[src/rtl/fp_add_align.sv]
// rtl/fp_add_align.sv - FP adder front end: unpack, exponent order, sticky right-align
// Two-stage valid/ready pipeline; stage 1 orders operands, stage 2 aligns the smaller one.
module fp_add_align #(
  parameter int SIG_WIDTH = 23,
  parameter int EXP_WIDTH = 8,
  parameter int BIAS      = 127
) (
  input  logic                             clk,
  input  logic                             rst,
  input  logic                             in_valid,
  output logic                             in_ready,
  input  logic [SIG_WIDTH+EXP_WIDTH:0]     opX,
  input  logic [SIG_WIDTH+EXP_WIDTH:0]     opY,
  input  logic                             op_sub,
  output logic                             out_valid,
  input  logic                             out_ready,
  output logic [SIG_WIDTH*2+2:0]           aSig,
  output logic [SIG_WIDTH*2+2:0]           bSig,
  output logic                             aSign,
  output logic                             eop,
  output logic [EXP_WIDTH-1:0]             exp_out,
  output logic                             swapped,
  output logic                             nan_flag,
  output logic                             inf_flag
);
  localparam int W  = SIG_WIDTH + EXP_WIDTH + 1;
  localparam int MW = SIG_WIDTH + 1;
  localparam int XW = 2 * SIG_WIDTH + 3;
  // Biased exponent of the smallest normal (1 - BIAS unbiased); zero/denormals use it.
  localparam logic [EXP_WIDTH-1:0] DENORM_EXP = EXP_WIDTH'(BIAS + (1 - BIAS));

  logic                 s1_valid_q, s1_valid_d;
  logic [MW-1:0]        s1_a_sig_q, s1_a_sig_d, s1_b_sig_q, s1_b_sig_d;
  logic [EXP_WIDTH-1:0] s1_exp_q, s1_exp_d, s1_diff_q, s1_diff_d;
  logic                 s1_sign_q, s1_sign_d, s1_eop_q, s1_eop_d;
  logic                 s1_swap_q, s1_swap_d, s1_nan_q, s1_nan_d, s1_inf_q, s1_inf_d;

  logic                 out_valid_q, out_valid_d;
  logic [XW-1:0]        asig_q, asig_d, bsig_q, bsig_d;
  logic [EXP_WIDTH-1:0] exp_q, exp_d;
  logic                 sign_q, sign_d, eop_q, eop_d, swap_q, swap_d;
  logic                 nan_q, nan_d, inf_q, inf_d;

  logic [EXP_WIDTH-1:0] ex_x, ex_y, eff_x, eff_y;
  logic [SIG_WIDTH-1:0] fr_x, fr_y;
  logic [MW-1:0]        sig_x, sig_y;
  logic                 sign_x, sign_y, swap, eop_now;
  logic                 nan_x, nan_y, inf_x, inf_y, nan_now;
  logic                 s2_adv;
  logic [31:0]          sh;
  logic [XW-1:0]        b_ext;
  logic [2*XW-1:0]      sh_cat;

  assign s2_adv   = !out_valid_q || out_ready;
  assign in_ready = !s1_valid_q || s2_adv;

  always_comb begin
    ex_x    = opX[W-2:SIG_WIDTH];
    ex_y    = opY[W-2:SIG_WIDTH];
    fr_x    = opX[SIG_WIDTH-1:0];
    fr_y    = opY[SIG_WIDTH-1:0];
    eff_x   = (ex_x == '0) ? DENORM_EXP : ex_x;
    eff_y   = (ex_y == '0) ? DENORM_EXP : ex_y;
    sig_x   = {|ex_x, fr_x};
    sig_y   = {|ex_y, fr_y};
    sign_x  = opX[W-1];
    sign_y  = opY[W-1] ^ op_sub;
    swap    = eff_y > eff_x;
    eop_now = sign_x ^ sign_y;
    nan_x   = (&ex_x) && (fr_x != '0);
    nan_y   = (&ex_y) && (fr_y != '0);
    inf_x   = (&ex_x) && (fr_x == '0);
    inf_y   = (&ex_y) && (fr_y == '0);
    nan_now = nan_x || nan_y || (inf_x && inf_y && eop_now);
  end

  // Shifting b through a double-width window leaves the shifted-out bits in the low half.
  always_comb begin
    sh     = (32'(s1_diff_q) > 32'(XW - 1)) ? 32'(XW - 1) : 32'(s1_diff_q);
    b_ext  = {1'b0, s1_b_sig_q, {MW{1'b0}}};
    sh_cat = {b_ext, {XW{1'b0}}} >> sh;
  end

  always_comb begin
    s1_valid_d  = s1_valid_q;
    s1_a_sig_d  = s1_a_sig_q;
    s1_b_sig_d  = s1_b_sig_q;
    s1_exp_d    = s1_exp_q;
    s1_diff_d   = s1_diff_q;
    s1_sign_d   = s1_sign_q;
    s1_eop_d    = s1_eop_q;
    s1_swap_d   = s1_swap_q;
    s1_nan_d    = s1_nan_q;
    s1_inf_d    = s1_inf_q;
    out_valid_d = out_valid_q;
    asig_d      = asig_q;
    bsig_d      = bsig_q;
    exp_d       = exp_q;
    sign_d      = sign_q;
    eop_d       = eop_q;
    swap_d      = swap_q;
    nan_d       = nan_q;
    inf_d       = inf_q;

    if (in_ready) begin
      s1_valid_d = in_valid;
      if (in_valid) begin
        s1_a_sig_d = swap ? sig_y : sig_x;
        s1_b_sig_d = swap ? sig_x : sig_y;
        s1_exp_d   = swap ? eff_y : eff_x;
        s1_diff_d  = swap ? (eff_y - eff_x) : (eff_x - eff_y);
        s1_sign_d  = swap ? sign_y : sign_x;
        s1_eop_d   = eop_now;
        s1_swap_d  = swap;
        s1_nan_d   = nan_now;
        s1_inf_d   = (inf_x || inf_y) && !nan_now;
      end
    end

    if (s2_adv) begin
      out_valid_d = s1_valid_q;
      if (s1_valid_q) begin
        asig_d = {1'b0, s1_a_sig_q, {MW{1'b0}}};
        bsig_d = {sh_cat[2*XW-1:XW+1], sh_cat[XW] | (|sh_cat[XW-1:0])};
        exp_d  = s1_exp_q;
        sign_d = s1_sign_q;
        eop_d  = s1_eop_q;
        swap_d = s1_swap_q;
        nan_d  = s1_nan_q;
        inf_d  = s1_inf_q;
      end
    end
  end

  always_ff @(posedge clk) begin
    if (rst) begin
      s1_valid_q  <= 1'b0;
      s1_a_sig_q  <= '0;
      s1_b_sig_q  <= '0;
      s1_exp_q    <= '0;
      s1_diff_q   <= '0;
      s1_sign_q   <= 1'b0;
      s1_eop_q    <= 1'b0;
      s1_swap_q   <= 1'b0;
      s1_nan_q    <= 1'b0;
      s1_inf_q    <= 1'b0;
      out_valid_q <= 1'b0;
      asig_q      <= '0;
      bsig_q      <= '0;
      exp_q       <= '0;
      sign_q      <= 1'b0;
      eop_q       <= 1'b0;
      swap_q      <= 1'b0;
      nan_q       <= 1'b0;
      inf_q       <= 1'b0;
    end else begin
      s1_valid_q  <= s1_valid_d;
      s1_a_sig_q  <= s1_a_sig_d;
      s1_b_sig_q  <= s1_b_sig_d;
      s1_exp_q    <= s1_exp_d;
      s1_diff_q   <= s1_diff_d;
      s1_sign_q   <= s1_sign_d;
      s1_eop_q    <= s1_eop_d;
      s1_swap_q   <= s1_swap_d;
      s1_nan_q    <= s1_nan_d;
      s1_inf_q    <= s1_inf_d;
      out_valid_q <= out_valid_d;
      asig_q      <= asig_d;
      bsig_q      <= bsig_d;
      exp_q       <= exp_d;
      sign_q      <= sign_d;
      eop_q       <= eop_d;
      swap_q      <= swap_d;
      nan_q       <= nan_d;
      inf_q       <= inf_d;
    end
  end

  assign out_valid = out_valid_q;
  assign aSig      = asig_q;
  assign bSig      = bsig_q;
  assign aSign     = sign_q;
  assign eop       = eop_q;
  assign exp_out   = exp_q;
  assign swapped   = swap_q;
  assign nan_flag  = nan_q;
  assign inf_flag  = inf_q;
endmodule

[config.mk]
export PLATFORM = sky130hd
export DESIGN_NAME = fp_add_align
export DESIGN_NICKNAME = d
export VERILOG_FILES = /design/src/rtl/fp_add_align.sv
export SDC_FILE = /design/constraint.sdc
export NUM_CORES = 1
export LEC_CHECK = 0
export CORE_MARGIN = 2
export CORE_UTILIZATION = 50
export DETAILED_ROUTE_END_ITERATION = 8
export GPL_TIMING_DRIVEN = 0
export PLACE_DENSITY = 0.75
export SLEW_MARGIN = 20
export SYNTH_ARGS = -nofsm -noshare
export SYNTH_HDL_FRONTEND = slang
export SYNTH_SLANG_ARGS = --single-unit
[constraint.sdc]
create_clock -name clk -period 8.92 [get_ports clk]
set_input_delay 2.23 -clock clk [delete_from_list [all_inputs] [get_ports clk]]
set_output_delay 2.23 -clock clk [all_outputs]
set_load 0.05 [all_outputs]
==> run summary, run 1 <==
run status = finished clean
Worst Setup Path Type = input pin to register
post-synth design cell area = 9400 um2
worst-skew pair later-pin latency = 440 ps
met2 wire len = 16700 um
Crit path required time = 9210 ps
number of design-rule violations left by the first detailed-router iteration = 1199
core box area = 18600 um2
synth unique cells = 70
total instance count after detailed placement = 1641
ranking of synthesized cells by area = dfxtp_1, mux2i_1, nor2_1
Net count, final = 1512
sw power = 0.938 mW
LEAKAGE = 4.62 nW
area grow syn2layout = 27.1%
final weighted congestion in routability-driven placement = 1.02
Tot GR Track Use = 0.361
CTS tree = done
number of buffers created by CTS = 17
setup slack after layout = 2650 ps
first drt pass iteration count = 7
top metal layer carrying routed signals = met4
instance count of the mapped netlist = 1227
postcts setup bufs = 0
Max Clock Freq = 160 MHz
via count of the first global-routing pass = 9984
switching power share of the total = 0.402
maximum buffer depth of the clock tree = 2
sequential cell area fraction in the yosys report = 0.332
average routed wire per standard cell = 21.7 um
primary flip-flop cell chosen by synthesis mapping = dfxtp_1
area share of the largest cell type after synthesis = 0.332
Hold Vio Cnt, Final = 0
CP Max Fanout = 10
accumulated negative setup slack = 0 ps
slew at the pin with the worst max-slew slack = 839 ps
global-route congestion overflow total = 0
DP Worst Slack = 2290 ps
via density per instance = 6.19
x dimension of the die = 141 um
total setup violations reported at the end of the flow = 0
clock root cell = clkbuf_16
CTS hold repair buffers = 0
Detail Route met3 WL = 2980 um
number of cells on the worst hold path = 2
Max-slew headroom = 0.441
Crit. End Element = register
sequential share of power = 0.336
max-cap violation count = 0
clock share of power = 0.318
Antenna Diode Count = 0
classification of the worst-slack hold path = register to register
die area = 19900 um2
number of clock sinks = 156
metal1 wirelength = 14600 um
effective utilization at floorplan = 0.506
Post-synth EDFFs = 0
depth of the most critical reg-to-reg path = 10
post-route design area = 11900 um2
Worst Path Arrival = 6560 ps
HPWL after detailed placement = 28000 um
total cell area at the placement stage = 11300 um2
number of I/O pins = 182
number of fill cells = 1662
overall die height = 141 um
Yosys top cell by area = dfxtp_1
pin count of the biggest net entering global routing = 20
Pwr Density = 195 nW/um2
internal cell power = 1.40 mW
fraction of layout cells with a size suffix above 1 = 0.0709
worst clock skew = 17.8 ps
Syn. warnings = 0
total length of routed wires = 36300 um
portion of the clock cycle consumed by the worst path in the final layout = 0.703
Commonest cells post-synth = nor2_1, nand2_1, dfxtp_1
count leader, synth = nor2_1
asr flop ratio synth = 0
num rows = 50
unrepaired setup endpoints after global routing = false
CTS-repair resized insts = 0
element type at the critical path start = input pin
Post-route DRC = 0
H-tree levels = 4
remaining number of nets flagged by the antenna check after routing = 0
wire length of the first global-routing pass = 55700 um
final worst path period need = 6270 ps
IO buf count = 155
VDD IR-drop max = 0.000151 V
Combinational Power Share = 0.346
register bit total from synthesis = 156
average size of a mapped cell = 7.66 um2
clock-pin slew on the worst setup and hold paths = 80 ps
non-filler instance count after layout = 1673
initial antenna violation count = 0
DR vias = 10300
final-report max-slew violation count = 0
-- registers in the layout (all words and copies together), names as in the netlist --
name / flops
bSig: 48
aSig: 24
s1_a_sig_q: 24
s1_b_sig_q: 24
exp_out: 8
s1_diff_q: 8
s1_exp_q: 8
aSign: 1
eop: 1
inf_flag: 1
nan_flag: 1
out_valid: 1
s1_eop_q: 1
s1_inf_q: 1
s1_nan_q: 1
s1_sign_q: 1
s1_swap_q: 1
s1_valid_q: 1
swapped: 1
-- metal layers --
metal  GRT usage  up-vias
li1            -     4797
met5           0        -
met4       0.208        0
met2       0.580      585
met3      0.0686      129
met1       0.452     4837
-- logic make-up after synthesis --
group,count (synthesis),share of synthesized area
other,1,0.000399
AOI/OAI and AO/OA,355,0.262
buffers and inverters,174,0.0853
DFF,156,0.332
xor gates and xnor gates,6,0.00559
adders and majority gates,17,0.0242
and+or+nand+nor,439,0.205
muxes,79,0.0856
-- cell type report --
class,instances,area (um2),share of cell area
multi-input cells,922,5570,0.466
flip-flops and latches,156,3120,0.261
repair buffers,155,1550,0.130
plain buffers,141,678,0.0568
clock buffers,17,425,0.0356
well taps,234,293,0.0245
clock inverters,15,181,0.0152
inverters,33,124,0.0104
-- metrics by stage --
stage	total power [mW]	utilization	hold slack, ps
floorplan	1.31	-	429
global placement	1.58	0.610	443
detailed placement	1.58	0.610	443
CTS	2.31	0.643	454
global route	2.41	0.643	469
finish	2.33	0.643	454
-- critical path, stage by stage --
cell	delay [ps]
clkdlybuf4s50_1	500
or4_1	560
nor2_1	280
nor2_1	160
inv_1	80
ha_1	190
fa_1	200
nor2b_1	50
o21ai_0	220
a21oi_1	110
o31ai_1	180
clkbuf_1	430
clkbuf_1	440
buf_1	460
nor2_1	80
a21oi_1	260
a211oi_1	130
-- final timing paths --
kind / startpoint / to / slack (ps)
worst max register to register: s1_diff_q[0] / bSig[0] / 5060
worst min-delay path: bSig[19] / bSig[19] / 450
worst max-delay path: opX[24] / s1_exp_q[2] / 2650
worst min register to register: bSig[19] / bSig[19] / 450
-- cell usage in the layout, fill, tap and decap left out, drive strengths merged, types with 4 or more instances in the layout --
| master | n |
|---|---|
| nand2 | 157 |
| and2 | 8 |
| conb | 26 |
| a31oi | 15 |
| o21a | 10 |
| a211oi | 60 |
| or4 | 7 |
| nor2b | 11 |
| a2bb2oi | 5 |
| o22ai | 7 |
| inv | 43 |
| o32a | 4 |
| a311o | 6 |
| o221ai | 6 |
| dfxtp | 156 |
| and3 | 10 |
| o211ai | 19 |
| o2111ai | 5 |
| a21oi | 94 |
| nand3 | 25 |
| o21ai | 36 |
| or3 | 4 |
| mux2i | 68 |
| a21o | 7 |
| ha | 15 |
| nand2b | 11 |
| nor3 | 9 |
| xnor2 | 5 |
| buf | 57 |
| a221oi | 7 |
| nand4 | 10 |
| clkdlybuf4s50 | 155 |
| mux2 | 11 |
| nor2 | 163 |
| a222oi | 9 |
| clkinv | 5 |
| a32oi | 6 |
| nor4 | 17 |
| clkbuf | 101 |
| a22oi | 30 |
-- power groups by stage --
stage	registers (mW)	logic (mW)	clock network, mW
finish	0.785	0.807	0.742
CTS	0.782	0.781	0.745
floorplan	0.837	0.469	0
detailed placement	0.798	0.778	0
global placement	0.797	0.782	0
global route	0.787	0.852	0.774
Note: power is estimated with default switching activity, not from simulation.
==> run 2: changes to the inputs <==
CORE_UTILIZATION = 48   (was 50)
PLACE_DENSITY = 0.76   (was 0.75)
clock period = 5.3 ns   (was 8.92 ns; I/O delays follow)
==> run summary, run 2 (synthesized netlist as in run 1, its figures left out) <==
Max Clock Freq = 199 MHz
cell family contributing the most delay on the critical path = buffers and inverters (unchanged)
maximum buffer depth of the clock tree = 2 (unchanged)
accumulated negative setup slack = 0 ps (unchanged)
Worst Setup Path Type = input pin to register (unchanged)
num rows = 51 (was 50)
area grow syn2layout = 27.6% (was 27.1%)
global-route congestion overflow total = 0 (unchanged)
depth of the most critical reg-to-reg path = 14 (was 10)
metal1 wirelength = 15400 um (was 14600 um)
Tot GR Track Use = 0.359 (was 0.361)
Net count, final = 1511 (was 1512)
clock-pin slew on the worst setup and hold paths = 80 ps (about the same)
total setup violations reported at the end of the flow = 0 (unchanged)
initial antenna violation count = 0 (unchanged)
x dimension of the die = 144 um (was 141 um)
CP Capture Point = s1_b_sig_q[11] (was s1_exp_q[2])
Post-route DRC = 0 (unchanged)
remaining number of nets flagged by the antenna check after routing = 0 (unchanged)
worst flop-to-flop path endpoint = bSig[0] (unchanged)
top metal layer carrying routed signals = met4 (unchanged)
first drt pass iteration count = 6 (was 7)
overall die height = 144 um (was 141 um)
max-cap violation count = 0 (unchanged)
standard cell with the maximum stage delay on the critical path = or4_1 (unchanged)
number of I/O pins = 182 (unchanged)
CP Max Fanout = 10 (unchanged)
cells along the critical path = clkdlybuf4s50_1, or4_1, nor2_1, nor2_1, inv_1, ha_1, fa_1, nor2b_1, o21ai_0, a21oi_1, o31ai_1, clkbuf_2, clkbuf_2, buf_2, mux2i_1, a211oi_1 (was clkdlybuf4s50_1, or4_1, nor2_1, nor2_1, inv_1, ha_1, fa_1, nor2b_1, o21ai_0, a21oi_1, o31ai_1, clkbuf_1, clkbuf_1, buf_1, nor2_1, a21oi_1, a211oi_1)
element type at the critical path start = input pin (unchanged)
Stages on worst setup path = 16 (was 17)
total area of multi-input combinational cells = 5570 um2 (unchanged)
Max-slew headroom = 0.449 (was 0.441)
via count of the first global-routing pass = 9832 (was 9984)
met2 wire len = 17400 um (was 16700 um)
number of design-rule violations left by the first detailed-router iteration = 1028 (was 1199)
postcts setup bufs = 0 (unchanged)
Buffers & Inverters on Critical Path = 5 (unchanged)
Crit. End Element = register (unchanged)
wire length of the first global-routing pass = 56400 um (was 55700 um)
Crit path required time = 5590 ps (was 9210 ps)
area taken by flip-flops and latches = 3120 um2 (unchanged)
fraction of layout cells with a size suffix above 1 = 0.0723 (was 0.0709)
highest-count cells in the layout ignoring fill and taps = nor2_1, nand2_1, dfxtp_1 (unchanged)
final worst path period need = 5030 ps
classification of the worst-slack hold path = register to register (unchanged)
number of clock sinks = 156 (unchanged)
CTS tree = done (unchanged)
final-layout worst hold slack = 458 ps (was 454 ps)
run status = finished clean (unchanged)
total length of routed wires = 37800 um (was 36300 um)
final weighted congestion in routability-driven placement = 0.991 (was 1.02)
R2R Setup Slk = 1390 ps (was 5060 ps)
Worst Path Arrival = 5320 ps (was 6560 ps)
IO buf count = 155 (unchanged)
number of fill cells = 1780 (was 1662)
Tot Pwr = 3.94 mW (was 2.33 mW)
via density per instance = 6.14 (was 6.19)
reg-to-reg startpoint = s1_diff_q[7] (was s1_diff_q[0])
DP Worst Slack = -444 ps (was 2290 ps)
Pwr Density = 329 nW/um2 (was 195 nW/um2)
startpoint of the worst setup timing path = opX[24] (unchanged)
die area = 20700 um2 (was 19900 um2)
number of buffers created by CTS = 17 (unchanged)
highest cell delay on the worst timing path = 550 ps (was 560 ps)
Hold Vio Cnt, Final = 0 (unchanged)
average routed wire per standard cell = 22.2 um (was 21.7 um)
setup slack after layout = 271 ps (was 2650 ps)
effective utilization at floorplan = 0.486 (was 0.506)
Detail Route met3 WL = 2990 um (was 2980 um)
DR vias = 10500 (was 10300)
HPWL after detailed placement = 28900 um (was 28000 um)
pin count of the biggest net entering global routing = 20 (unchanged)
worst clock skew = 14.7 ps (was 17.8 ps)
CTS hold repair buffers = 0 (unchanged)
leading cell type in the layout, fill and taps excluded = nor2_1 (unchanged)
portion of the clock cycle consumed by the worst path in the final layout = 0.949
CTS-repair resized insts = 0 (unchanged)
VDD IR-drop max = 0.000238 V (was 0.000151 V)
Antenna Diode Count = 0 (unchanged)
flip-flop count of the largest register after layout = 48 (unchanged)
core box area = 19300 um2 (was 18600 um2)
unrepaired setup endpoints after global routing = false (unchanged)
clock root cell = clkbuf_16 (unchanged)
H-tree levels = 4 (unchanged)
LEAKAGE = 4.63 nW (was 4.62 nW)
worst-skew pair later-pin latency = 440 ps (about the same)
final-report max-slew violation count = 0 (unchanged)
slew at the pin with the worst max-slew slack = 827 ps (was 839 ps)
==> run 2: power breakdown <==
part           total, mW  internal (mW)  switching, mW
clock network       1.25          0.644          0.609
logic               1.38          0.458          0.918
registers           1.31           1.25         0.0686
total               3.94           2.35           1.60
==> run 2: worst min-delay path by stage <==
stage | start | endpoint | slack [ps] | depth (start not counted)
finish | aSig[33] | aSig[33] | 460 | 2
detailed placement | s1_sign_q | aSign | 450 | 2
floorplan | s1_nan_q | nan_flag | 430 | 2
CTS | aSig[33] | aSig[33] | 460 | 2
global route | s1_a_sig_q[23] | s1_a_sig_q[23] | 470 | 2
global placement | s1_sign_q | s1_sign_q | 440 | 2
==> run 2: layout make-up <==
cell class	instances	area share
plain buffers	140	0.0564
clock buffers	17	0.0355
clock inverters	15	0.0160
inverters	33	0.0103
multi-input cells	922	0.465
flip-flops and latches	156	0.260
well taps	265	0.0276
repair buffers	155	0.129
==> run 2: worst reg2reg max path: cells and delay by family, from the launching register on <==
kind	cells	cell delay, ps
buffers and inverters	5	1520
AO/OA/AOI/OAI	5	1410
AND/OR/NAND/NOR	3	400
flip-flops	1	310
multiplexers	1	210
==> run 2: layer usage <==
| layer | track usage | up-vias |
|---|---|---|
| met5 | 0 | - |
| met3 | 0.0639 | 125 |
| met2 | 0.596 | 617 |
| met4 | 0.184 | 0 |
| met1 | 0.448 | 4908 |
| li1 | - | 4805 |
==> run 2: metrics by stage <==
stage | instances | util | area, um2
floorplan | 1252 | - | 9500
global placement | 1672 | 0.589 | 11400
detailed placement | 1672 | 0.589 | 11400
CTS | 1704 | 0.621 | 12000
global route | 1703 | 0.620 | 12000
finish | 1703 | 0.620 | 12000
==> run 3: changes to the inputs <==
CORE_UTILIZATION = 50   (was 48)
PLACE_DENSITY = 0.75   (was 0.76)
clock period = 6.3 ns   (was 5.3 ns; I/O delays follow)
==> results of run 3 <==
Same layout as run 1 (identical final DEF). Status: finished clean.
Main changes from that run: setup slack after placement 2290 ps -> 322 ps; setup slack after layout 2650 ps -> 688 ps; register-to-register setup slack 5060 ps -> 2440 ps; total power 2.33 mW -> 3.30 mW; worst IR drop on VDD 0.000151 V -> 0.000214 V
